`config.mk`:
```
export PLATFORM = sky130hd
export DESIGN_NAME = sub_nibble_serial_flat
export DESIGN_NICKNAME = d
export VERILOG_FILES = /design/src/rtl/sub_nibble_serial_if.sv /design/src/rtl/sub_nibble_serial.sv /design/src/flat_wrapper.sv
export SDC_FILE = /design/constraint.sdc
export NUM_CORES = 1
export LEC_CHECK = 0
export ABC_CLOCK_PERIOD_IN_PS = 3700
export BUFFER_PORTS_ARGS = -buffer_cell sky130_fd_sc_hd__buf_2
export CORE_MARGIN = 2
export CORE_UTILIZATION = 38
export DETAILED_ROUTE_END_ITERATION = 8
export GPL_ROUTABILITY_DRIVEN = 0
export PLACE_DENSITY_LB_ADDON = 0.3
export SYNTH_ARGS = -nofsm -noshare
export SYNTH_HDL_FRONTEND = slang
export SYNTH_SLANG_ARGS = --single-unit
```
`constraint.sdc`:
```
create_clock -name clk -period 3.7 [get_ports clk]
set_clock_uncertainty 0.2 [all_clocks]
set_input_delay 0.925 -clock clk [delete_from_list [all_inputs] [get_ports clk]]
set_output_delay 0.925 -clock clk [all_outputs]
set_load 0.01 [all_outputs]
```
`src/rtl/sub_nibble_serial_if.sv`:
```
// Start/done handshake and result bus for the nibble-serial subtractor.
// The master drives the request, the slave returns the difference and flags.
interface sub_nibble_serial_if #(
  parameter int NIBBLES = 4
);
  localparam int W = 4 * NIBBLES;

  logic         start;
  logic [W-1:0] A;
  logic [W-1:0] B;
  logic         ready;
  logic         done;
  logic [W-1:0] D;
  logic         bout;
  logic         ovf;
  logic         zero;

  modport master (
    output start, A, B,
    input  ready, done, D, bout, ovf, zero
  );

  modport slave (
    input  start, A, B,
    output ready, done, D, bout, ovf, zero
  );
endinterface

```
`src/rtl/sub_nibble_serial.sv`:
```
// Multi-cycle subtractor: D = A - B, one 4-bit lookahead slice per clock,
// least-significant nibble first, with borrow, overflow and zero flags.
module sub_nibble_serial #(
  parameter int NIBBLES = 4
) (
  input  logic           clk,
  input  logic           rst_n,
  sub_nibble_serial_if.slave bus
);
  localparam int W  = 4 * NIBBLES;
  localparam int KW = $clog2(NIBBLES);

  typedef enum logic [1:0] {
    IDLE,
    RUN,
    DONE
  } state_t;

  state_t        state;
  logic [W-1:0]  a_q;
  logic [W-1:0]  b_q;
  logic [W-1:0]  d_q;
  logic          carry;
  logic [KW-1:0] k;
  logic          ready_q;
  logic          done_q;
  logic          bout_q;
  logic          ovf_q;
  logic          zero_q;

  int            idx;
  logic [3:0]    a_s;
  logic [3:0]    nb;
  logic [3:0]    p;
  logic [3:0]    g;
  logic [4:0]    c;
  logic [3:0]    s;
  logic [W-1:0]  d_new;
  logic          last;

  // One lookahead slice: A + ~B + carry, carry seeded with 1 on start.
  always_comb begin
    idx   = 4 * int'(k);
    a_s   = a_q[idx +: 4];
    nb    = ~b_q[idx +: 4];
    p     = a_s ^ nb;
    g     = a_s & nb;
    c[0]  = carry;
    c[1]  = g[0] | (p[0] & c[0]);
    c[2]  = g[1] | (p[1] & g[0])
          | (p[1] & p[0] & c[0]);
    c[3]  = g[2] | (p[2] & g[1])
          | (p[2] & p[1] & g[0])
          | (p[2] & p[1] & p[0] & c[0]);
    c[4]  = g[3] | (p[3] & g[2])
          | (p[3] & p[2] & g[1])
          | (p[3] & p[2] & p[1] & g[0])
          | (p[3] & p[2] & p[1] & p[0] & c[0]);
    s     = p ^ c[3:0];
    d_new = d_q;
    d_new[idx +: 4] = s;
    last  = (k == KW'(NIBBLES - 1));
  end

  always_ff @(posedge clk) begin
    if (!rst_n) begin
      state   <= IDLE;
      a_q     <= '0;
      b_q     <= '0;
      d_q     <= '0;
      carry   <= 1'b0;
      k       <= '0;
      ready_q <= 1'b1;
      done_q  <= 1'b0;
      bout_q  <= 1'b0;
      ovf_q   <= 1'b0;
      zero_q  <= 1'b0;
    end else begin
      unique case (state)
        IDLE: begin
          if (bus.start) begin
            a_q     <= bus.A;
            b_q     <= bus.B;
            carry   <= 1'b1;
            k       <= '0;
            ready_q <= 1'b0;
            state   <= RUN;
          end
        end
        RUN: begin
          d_q   <= d_new;
          carry <= c[4];
          k     <= k + KW'(1);
          if (last) begin
            state  <= DONE;
            done_q <= 1'b1;
            bout_q <= ~c[4];
            ovf_q  <= (a_q[W-1] != b_q[W-1])
                   && (d_new[W-1] != a_q[W-1]);
            zero_q <= (d_new == '0);
          end
        end
        DONE: begin
          done_q  <= 1'b0;
          ready_q <= 1'b1;
          state   <= IDLE;
        end
        default: begin
          state <= IDLE;
        end
      endcase
    end
  end

  assign bus.ready = ready_q;
  assign bus.done  = done_q;
  assign bus.D     = d_q;
  assign bus.bout  = bout_q;
  assign bus.ovf   = ovf_q;
  assign bus.zero  = zero_q;
endmodule
```
`src/flat_wrapper.sv`:
```
// flat-port wrapper written by rule: the top's interface ports become plain ports
module sub_nibble_serial_flat 
#(
  parameter int NIBBLES = 4
)
  (clk, rst_n, bus_start, bus_A, bus_B, bus_ready, bus_done, bus_D, bus_bout, bus_ovf, bus_zero);
  sub_nibble_serial_if #(.NIBBLES(NIBBLES)) bus_i ();
  input  logic clk;
  input  logic rst_n;
  input wire logic [$bits(bus_i.start)-1:0] bus_start;
  input wire logic [$bits(bus_i.A)-1:0] bus_A;
  input wire logic [$bits(bus_i.B)-1:0] bus_B;
  output wire logic [$bits(bus_i.ready)-1:0] bus_ready;
  output wire logic [$bits(bus_i.done)-1:0] bus_done;
  output wire logic [$bits(bus_i.D)-1:0] bus_D;
  output wire logic [$bits(bus_i.bout)-1:0] bus_bout;
  output wire logic [$bits(bus_i.ovf)-1:0] bus_ovf;
  output wire logic [$bits(bus_i.zero)-1:0] bus_zero;
  assign bus_i.start = bus_start;
  assign bus_i.A = bus_A;
  assign bus_i.B = bus_B;
  assign bus_ready = bus_i.ready;
  assign bus_done = bus_i.done;
  assign bus_D = bus_i.D;
  assign bus_bout = bus_i.bout;
  assign bus_ovf = bus_i.ovf;
  assign bus_zero = bus_i.zero;
  sub_nibble_serial #(.NIBBLES(NIBBLES)) u_core (.clk(clk), .rst_n(rst_n), .bus(bus_i));
endmodule
```
Yosys cells after proc, flatten, opt, wreduce, memory -nomap -nowiden
Index checks and enable logic that the tools add are counted.
{"block": "op_classes", "add_sub_neg": 2, "eq_ne": 7, "n_shift": 4, "muxes": 12, "bitwise": 31, "reduce_logical": 12}
{"op": "4-bit negator with 33-bit output", "count": 1}
{"op": "4-bit by 33-bit variable shift with 16-bit output (first input constant)", "count": 1}
{"op": "4-bit by 33-bit variable part select with 16-bit output", "count": 1}
{"op": "16-bit by 5-bit variable part select with 4-bit output", "count": 2}
{"op": "1-bit AND", "count": 16}
{"op": "16-bit bitwise mux", "count": 1}
{"op": "16-bit zero test", "count": 1}
{"op": "2-bit AND reduction", "count": 6}
{"op": "1-bit bitwise OR", "count": 10}
{"op": "2-bit one-hot mux with 2 select lines", "count": 2}
{"op": "4-bit bitwise XOR", "count": 2}
{"op": "2-bit 2-to-1 mux", "count": 3}
{"op": "1-bit one-hot mux with 2 select lines", "count": 3}
{"op": "2-bit nonzero test", "count": 3}
{"op": "4-bit AND", "count": 1}
{"op": "2-bit == test (second input constant)", "count": 2}
{"op": "4-bit NOT", "count": 1}
{"op": "1-bit 2-to-1 mux", "count": 3}
{"op": "2-bit by 1-bit adder with 2-bit output (second input constant)", "count": 1}
{"op": "2-bit by 1-bit == test with 1-bit output (second input constant)", "count": 1}
{"op": "2-bit zero test", "count": 1}
{"op": "1-bit inequality test", "count": 2}
{"op": "2-bit by 1-bit inequality test with 1-bit output (second input constant)", "count": 1}
{"op": "2-bit inequality test (second input constant)", "count": 1}
{"op": "2 further kinds", "count": 2}
{"block": "totals", "ff_bits": 58, "inputBits": 35, "output_inout_bits": 21, "wordCells": 79}

Logic depth before layout (Yosys ltp)
Gate-level depths: netlist (run 1).
{"block": "logic_depth", "word_depth": 12, "ltp_mapped": 9, "mapped_depth_nobuf": 8}

Worst setup path before layout (run 1)
No wires, ideal clock.
{"block": "synth_path", "path_type": "register to register", "start": "register u_core.k[0]", "end": "register u_core.ovf_q (netlist: u_core.bus.ovf)", "setup_time_ps": 74, "t_arrival_ps": 2704, "t_required_ps": 3426, "slack_ps": 722, "stages_incl_launch_ff": 9, "path_buffers": 1, "synth_period_minus_slack_ps": 2978, "path_cell_list": "dfxtp_1 > buf_2 > mux4_2 > ha_1 > a21oi_1 > a2bb2oi_1 > a32oi_1 > or3b_2 > a31oi_1"}
{"block": "synth_via", "elab_chain_cells": 12, "word_cells_on_any_way": 29, "cone_classes": "add/sub: 1; eq/ne: 2; shift: 4; mux: 1; bitwise: 19; reduce/logical: 2"}
{"element": "start: declaration", "line": "sub_nibble_serial.sv:24", "text": "logic [KW-1:0] k;"}
{"element": "start signal: assignment", "line": "sub_nibble_serial.sv:93", "text": "k <= k + KW'(1);"}
{"element": "16-bit by 5-bit variable part select with 4-bit output", "line": "sub_nibble_serial.sv:45", "text": "nb = ~b_q[idx +: 4];"}
{"element": "4-bit NOT", "line": "sub_nibble_serial.sv:45"}
{"element": "4-bit bitwise XOR / 4-bit AND (equally long branches)", "line": "sub_nibble_serial.sv:46, sub_nibble_serial.sv:47"}
{"element": "1-bit AND (on tied branches)", "line": "sub_nibble_serial.sv:52, sub_nibble_serial.sv:53, sub_nibble_serial.sv:54"}
{"element": "1-bit bitwise OR (tied with other cells)", "line": "sub_nibble_serial.sv:52", "text": "c[3] = g[2] | (p[2] & g[1])"}
{"element": "1-bit bitwise OR / 1-bit AND (equally long branches)", "line": "sub_nibble_serial.sv:53, sub_nibble_serial.sv:54"}
{"element": "1-bit bitwise OR", "line": "sub_nibble_serial.sv:54", "text": "| (p[2] & p[1] & p[0] & c[0]);"}
{"element": "4-bit bitwise XOR", "line": "sub_nibble_serial.sv:59", "text": "s = p ^ c[3:0];"}
{"element": "4-bit by 33-bit variable part select with 16-bit output", "line": "sub_nibble_serial.sv:61", "text": "d_new[idx +: 4] = s;"}
{"element": "16-bit bitwise mux", "line": "sub_nibble_serial.sv:61"}
{"element": "1-bit inequality test", "line": "sub_nibble_serial.sv:99", "text": "&& (d_new[W-1] != a_q[W-1]);"}
{"element": "1-bit logical AND", "line": "sub_nibble_serial.sv:99"}
{"element": "end signal: assignment", "line": "sub_nibble_serial.sv:98", "text": "ovf_q <= (a_q[W-1] != b_q[W-1])"}
{"element": "end: declaration", "line": "sub_nibble_serial.sv:28", "text": "logic ovf_q;"}
Parallel ways exist; a longest one is shown, timed or not.
A chain may end at the register's enable or synchronous reset.

Worst setup path in the final report (run 1)
{"block": "layout_path", "start": "register u_core.k[0]", "end": "register u_core.zero_q (netlist: u_core.bus.zero)"}
{"block": "layout_via", "elab_chain_cells": 11, "word_cells_on_any_way": 28, "cone_classes": "add/sub: 1; eq/ne: 1; shift: 4; mux: 1; bitwise: 19; reduce/logical: 2"}
{"element": "16-bit by 5-bit variable part select with 4-bit output", "line": "sub_nibble_serial.sv:45"}
{"element": "4-bit NOT", "line": "sub_nibble_serial.sv:45"}
{"element": "4-bit bitwise XOR / 4-bit AND (equally long branches)", "line": "sub_nibble_serial.sv:46, sub_nibble_serial.sv:47"}
{"element": "1-bit AND (on tied branches)", "line": "sub_nibble_serial.sv:52, sub_nibble_serial.sv:53, sub_nibble_serial.sv:54"}
{"element": "1-bit bitwise OR (tied with other cells)", "line": "sub_nibble_serial.sv:52"}
{"element": "1-bit bitwise OR / 1-bit AND (equally long branches)", "line": "sub_nibble_serial.sv:53, sub_nibble_serial.sv:54"}
{"element": "1-bit bitwise OR", "line": "sub_nibble_serial.sv:54"}
{"element": "4-bit bitwise XOR", "line": "sub_nibble_serial.sv:59"}
{"element": "4-bit by 33-bit variable part select with 16-bit output", "line": "sub_nibble_serial.sv:61"}
{"element": "16-bit bitwise mux", "line": "sub_nibble_serial.sv:61"}
{"element": "16-bit zero test", "line": "sub_nibble_serial.sv:100", "text": "zero_q <= (d_new == '0);"}
{"element": "end signal: assignment", "line": "sub_nibble_serial.sv:100"}
{"element": "end: declaration", "line": "sub_nibble_serial.sv:29", "text": "logic zero_q;"}
Parallel ways exist; a longest one is shown, timed or not.

==> results of run 1 <==
## kinds of logic (layout without fill, tap and decap cells)
logic type | after synthesis | in the layout
flip-flops | 58 | 58
XOR/XNOR | 2 | 2
AO/OA/AOI/OAI | 74 | 74
multiplexers | 8 | 8
AND/OR/NAND/NOR | 132 | 132
buffers and inverters | 28 | 88
adder cells (fa/ha/maj) | 12 | 12
## per-layer routing
metal	vias up	GRT usage [%]	wire [um]
met2	60	25.2	2820
met5	-	0	0
met3	6	6.50	406
li1	1201	-	-
met4	0	6.71	56
met1	1065	22.1	2820
## cell usage after synthesis, drive strengths merged, types with 2 or more instances
master | number | area (um2)
nand2b | 6 | 37.5
mux4 | 8 | 180
a22oi | 7 | 52.6
and4bb | 2 | 25.0
a21oi | 44 | 220
nor2b | 3 | 18.8
and3 | 3 | 18.8
a21o | 2 | 15.0
nand2 | 80 | 300
and2 | 2 | 12.5
a32oi | 5 | 43.8
clkbuf | 15 | 56.3
nand4 | 2 | 12.5
ha | 11 | 138
a211oi | 5 | 37.5
nand3 | 6 | 30.0
dfxtp | 58 | 1160
inv | 12 | 45.0
nor3 | 2 | 10.0
nor2 | 18 | 67.6
nor4 | 2 | 12.5
o21ai | 4 | 20.0
## power by group through the flow
stage               combinational [mW]  clock (mW)  sequential, mW
floorplan                        0.178           0           0.689
global placement                 0.242           0           0.697
detailed placement               0.246           0           0.697
CTS                              0.248       0.661           0.683
global route                     0.279       0.693           0.687
finish                           0.247       0.649           0.683
## area by class of cell
cell class	count	area (um2)
fill	687	3530
multi-input combinational	228	1400
sequential	58	1160
timing repair buffer	60	313
clock buffer	11	141
tap	96	120
clock inverter	5	77.6
inverter	12	45.0
## metrics by stage
step | cells | util (%) | total power [mW] | cell area (um2)
4_1_cts | 470 | 48.0 | 1.59 | 3260
2_1_floorplan | 314 | - | 0.868 | 2670
3_3_place_gp | 454 | 44.8 | 0.940 | 3040
6_report | 470 | 48.0 | 1.58 | 3260
5_1_grt | 470 | 48.0 | 1.66 | 3260
3_5_place_dp | 454 | 44.8 | 0.944 | 3040
## registers in the layout (all words and copies together) (netlist names)
name,count
u_core.a_q,16
u_core.b_q,16
u_core.bus.D,16
u_core.k,2
u_core.state,2
u_core.bus.bout,1
u_core.bus.done,1
u_core.bus.ovf,1
u_core.bus.ready,1
u_core.bus.zero,1
u_core.carry,1
## worst paths after layout
check / startpoint / to / slack [ns] / cells after the start
max: u_core.k[0] / u_core.bus.zero / 0.45 / 7
max reg2reg: u_core.k[0] / u_core.bus.zero / 0.45 / 7
min: u_core.bus.done / u_core.bus.done / 0.25 / 2
min reg2reg: u_core.bus.done / u_core.bus.done / 0.25 / 2
## worst reg2reg max path, cell delays in order, from the launching register on
cell and delay, ns:
dfxtp_1 0.69, mux4_2 0.61, fa_1 0.41, xnor2_1 0.25
a2111oi_1 0.45, a211oi_1 0.10, nor4b_2 0.30, a41o_1 0.19
==> metrics.txt, run 1 <==
pwr/cell area between 400 and 500 nW/um2; IR drop worst, VDD approximately 0.26 mV; Final Cycle Share 87.8%; DRC Markers 0; Worst Hold Class reg -> reg; Root Buffer clkbuf_8; Bufs on Longest Clock Path 2; f_max ~300 MHz; CP bufs+invs 0; Seq/Total Area, Yosys around 44%; crit path capture type register; initial antenna violation count 0; Reg power frac between 40% and 50%; GRT Overall Usage roughly 17%; first-pass GRT wire length 10.1 mm; syn nets 361; Final Hold Fails 0; Die H roughly 88 um; Yosys reg bits between 50 and 60; startpoint types register; post-cts resize count 0; initial drt markers roughly 110; clock sink total 58; Req. time, crit path between 3 and 4 ns; setup TNS 0 ns; yosys warns 0; Post-Synth Simple-Gate Area around 22%; largest net degree at the start of global routing 36; switching fraction of total power between 20% and 30%; hold_ws 0.250 ns; Rel. slew slack roughly 57%; setup bufs post-CTS 0; # port buffers between 50 and 60; RSZ-0062 raised after global routing no; CP max FO 11; Internal around 1.2 mW; pre-CTS setup slack between 0.4 and 0.5 ns; XOR/XNOR share of the synthesized area less than 1%; Worst path slowest cell dfxtp_1; CTS tree done; row count 30; largest family of logic cells by synthesized area simple AND/OR/NAND/NOR gates; clock share of power 41.1%; Mapped Area between 2000 and 3000 um2; Clk Latency, worst-skew pair 0.35 ns; Die ar. between 7000 and 8000 um2; Routed WL 6.09 mm; Hold Buf Count CTS 0; delay-heaviest family, CP compound AO/OA/AOI/OAI gates; Detailed Place HPWL roughly 4.5 mm; Avg Synthesized Cell Area 8.50 um2; Post-synth ARST share 0%; DRT Pass-1 Iters 4; most common cell after layout, fill and taps aside nand2_1; Syn Inst Count 314; Final ANT Viol Nets 0; combinational power share 15.6%; Post-synth EDFFs 0; slack of the critical path ~0.45 ns; layout cell share with drive strength beyond 1 between 20% and 30%; critical path, cell by cell mux4_2 -> fa_1 -> xnor2_1 -> a2111oi_1 -> a211oi_1 -> nor4b_2 -> a41o_1; core area about 6800 um2; count of final setup violators 0; Psw roughly 0.42 mW; synth-to-layout area growth 22.2%; Post-Synth Adder-Cell Area approximately 5.9%; multiplexer area fraction after synthesis roughly 6.8%; diodes inserted 0; Clock Pin Slew Worst Setup and Hold Paths roughly 0.070 ns; status finished clean; Via Count about 2300; P_leak between 1 and 1.5 nW; Worst Path Arrival approximately 3.3 ns; I/O Pins between 50 and 60; Least-Margin Pin Slew between 0.6 and 0.7 ns; Starting Density 39.3%; H-tree Lvls 3; Final min period around 3.2 ns; ys flop type dfxtp_1; most frequent cells in the layout nand2_1, dfxtp_1, buf_2; compound-gate portion of the synthesized area between 10% and 20%; number of global-route vias before repair approximately 2200; CTS Buf Count 9; WS Path Type reg -> reg; CP max stage delay slightly below 0.7 ns; Nets between 400 and 500; global route overflow 0; Max Cap Viol 0; Netlist cell types 40; Die Span X a little under 90 um; Slew Viols, Final 0; wire length per cell between 10 and 15 um; vias per std cell a little under 5
Power figures use the tool's default switching activity.
==> run 2: changes to the inputs <==
- MAX_ROUTING_LAYER: unset -> met4
==> run 2 against run 1 <==
Against the previous run:
- core utilization is the same
- sequential share of layout area stayed put
- final cell count unchanged
- critical path type unchanged
- largest cell class unchanged
- largest power group unchanged
==> metrics.txt, run 2 (synthesis results as in run 1) <==
wire length per cell around 13 um; IR drop worst, VDD 0.262 mV; Die ar. 7710 um2; I/O Pins 56; Clk Latency, worst-skew pair approximately 0.35 ns; status finished clean; count of final setup violators 0; CP max FO 11; Worst Path Arrival ~3.3 ns; r2r setup slk 0.48 ns; # port buffers 55; Starting Density 39.3%; clock sink total 58; critical path, cell by cell mux4_2 -> fa_1 -> xnor2_1 -> a2111oi_1 -> a211oi_1 -> nor4b_2 -> a41o_1; Worst path slowest cell dfxtp_1; Final min period around 3.2 ns; setup TNS 0 ns; pre-CTS setup slack 0.467 ns; initial drt markers about 110; first-pass GRT wire length between 10 and 15 mm; Hold Buf Count CTS 0; filler instances approximately 700; Final ANT Viol Nets 0; H-tree Lvls 3; Detailed Place HPWL 4.45 mm; initial antenna violation count 0; largest net degree at the start of global routing 36; row count 30; Core Util, Final roughly half; vias per std cell 4.99; CTS Buf Count 9; DRC Markers 0; core area between 6000 and 7000 um2; P_leak ~1.4 nW; Final Hold Fails 0; Rel. slew slack 57.7%; Least-Margin Pin Slew between 0.6 and 0.7 ns; multi-input logic area 1400 um2; setup bufs post-CTS 0; CP max stage delay 0.68 ns; slack of the critical path around 0.48 ns; Root Buffer clkbuf_8; Via Count approximately 2300; Bufs on Longest Clock Path 2; Req. time, crit path about 3.8 ns; Slew Viols, Final 0; register area around 1200 um2; crit path capture type register; Final Cycle Share approximately 87%; Nets 416; Die Span X approximately 88 um; RSZ-0062 raised after global routing no; layout cell share with drive strength beyond 1 24.1%; CTS tree done; post-cts resize count 0; number of global-route vias before repair 2188; most frequent cells in the layout nand2_1, dfxtp_1, buf_2; global route overflow 0; diodes inserted 0; pwr/cell area 482 nW/um2; Clock Pin Slew Worst Setup and Hold Paths 0.07 ns; Routed WL roughly 6 mm; Die H just under 90 um; GRT Overall Usage 17.5%; DRT Pass-1 Iters 4; f_max 311 MHz; WS Path Type reg -> reg; startpoint types register; synth-to-layout area growth 22.2%; most common cell after layout, fill and taps aside nand2_1; Max Cap Viol 0; Worst Hold Class reg -> reg
-- run 2: cell counts in the layout (fill, tap and decap cells not counted) --
No cell type changed its count.
-- run 2: layout make-up --
cell class              instances  area share [%]
clock buffers                  11            4.33
flip-flops and latches         58            35.6
multi-input cells             228            43.0
well taps                      96            3.68
repair buffers                 60            9.59
inverters                      12            1.38
clock inverters                 5            2.38
-- run 2: routing by layer --
metal | vias to the layer above | part of all wire (%) | global-route usage (%)
met5 | - | 0 | -
met4 | 0 | 1.4 | 6.71
met3 | 9 | 6.6 | 6.31
met2 | 61 | 47 | 25.2
met1 | 1077 | 45 | 22.3
li1 | 1197 | - | -
-- run 2: critical path: cells and delay by family (launching register included) --
kind            cells  cell delay, ns
xor+xnor            1            0.24
fa+ha+maj           1            0.41
flops               1            0.68
compound gates      3            0.74
simple gates        1            0.29
mux                 1            0.60
-- run 2: worst paths after layout --
path,cells past startpoint,start,endpoint
max,7,u_core.k[0],u_core.bus.zero
min,2,u_core.bus.done,u_core.bus.done
max reg2reg,7,u_core.k[0],u_core.bus.zero
min reg2reg,2,u_core.bus.done,u_core.bus.done
-- run 2: report_power, final --
group          internal (mW)  total (mW)  switching, mW
clock network          0.395       0.644          0.249
logic                  0.104       0.246          0.143
registers              0.657       0.683         0.0257
total                   1.16        1.57          0.418
-- run 2: stage by stage --
stage	instances	power [mW]	hold WS, ns	instance area [um2]
finish	470	1.57	0.250	3260
global route	470	1.66	0.279	3260
CTS	470	1.59	0.252	3260
detailed placement	454	0.944	0.244	3040
global placement	454	0.940	0.244	3040
floorplan	314	0.868	0.233	2670
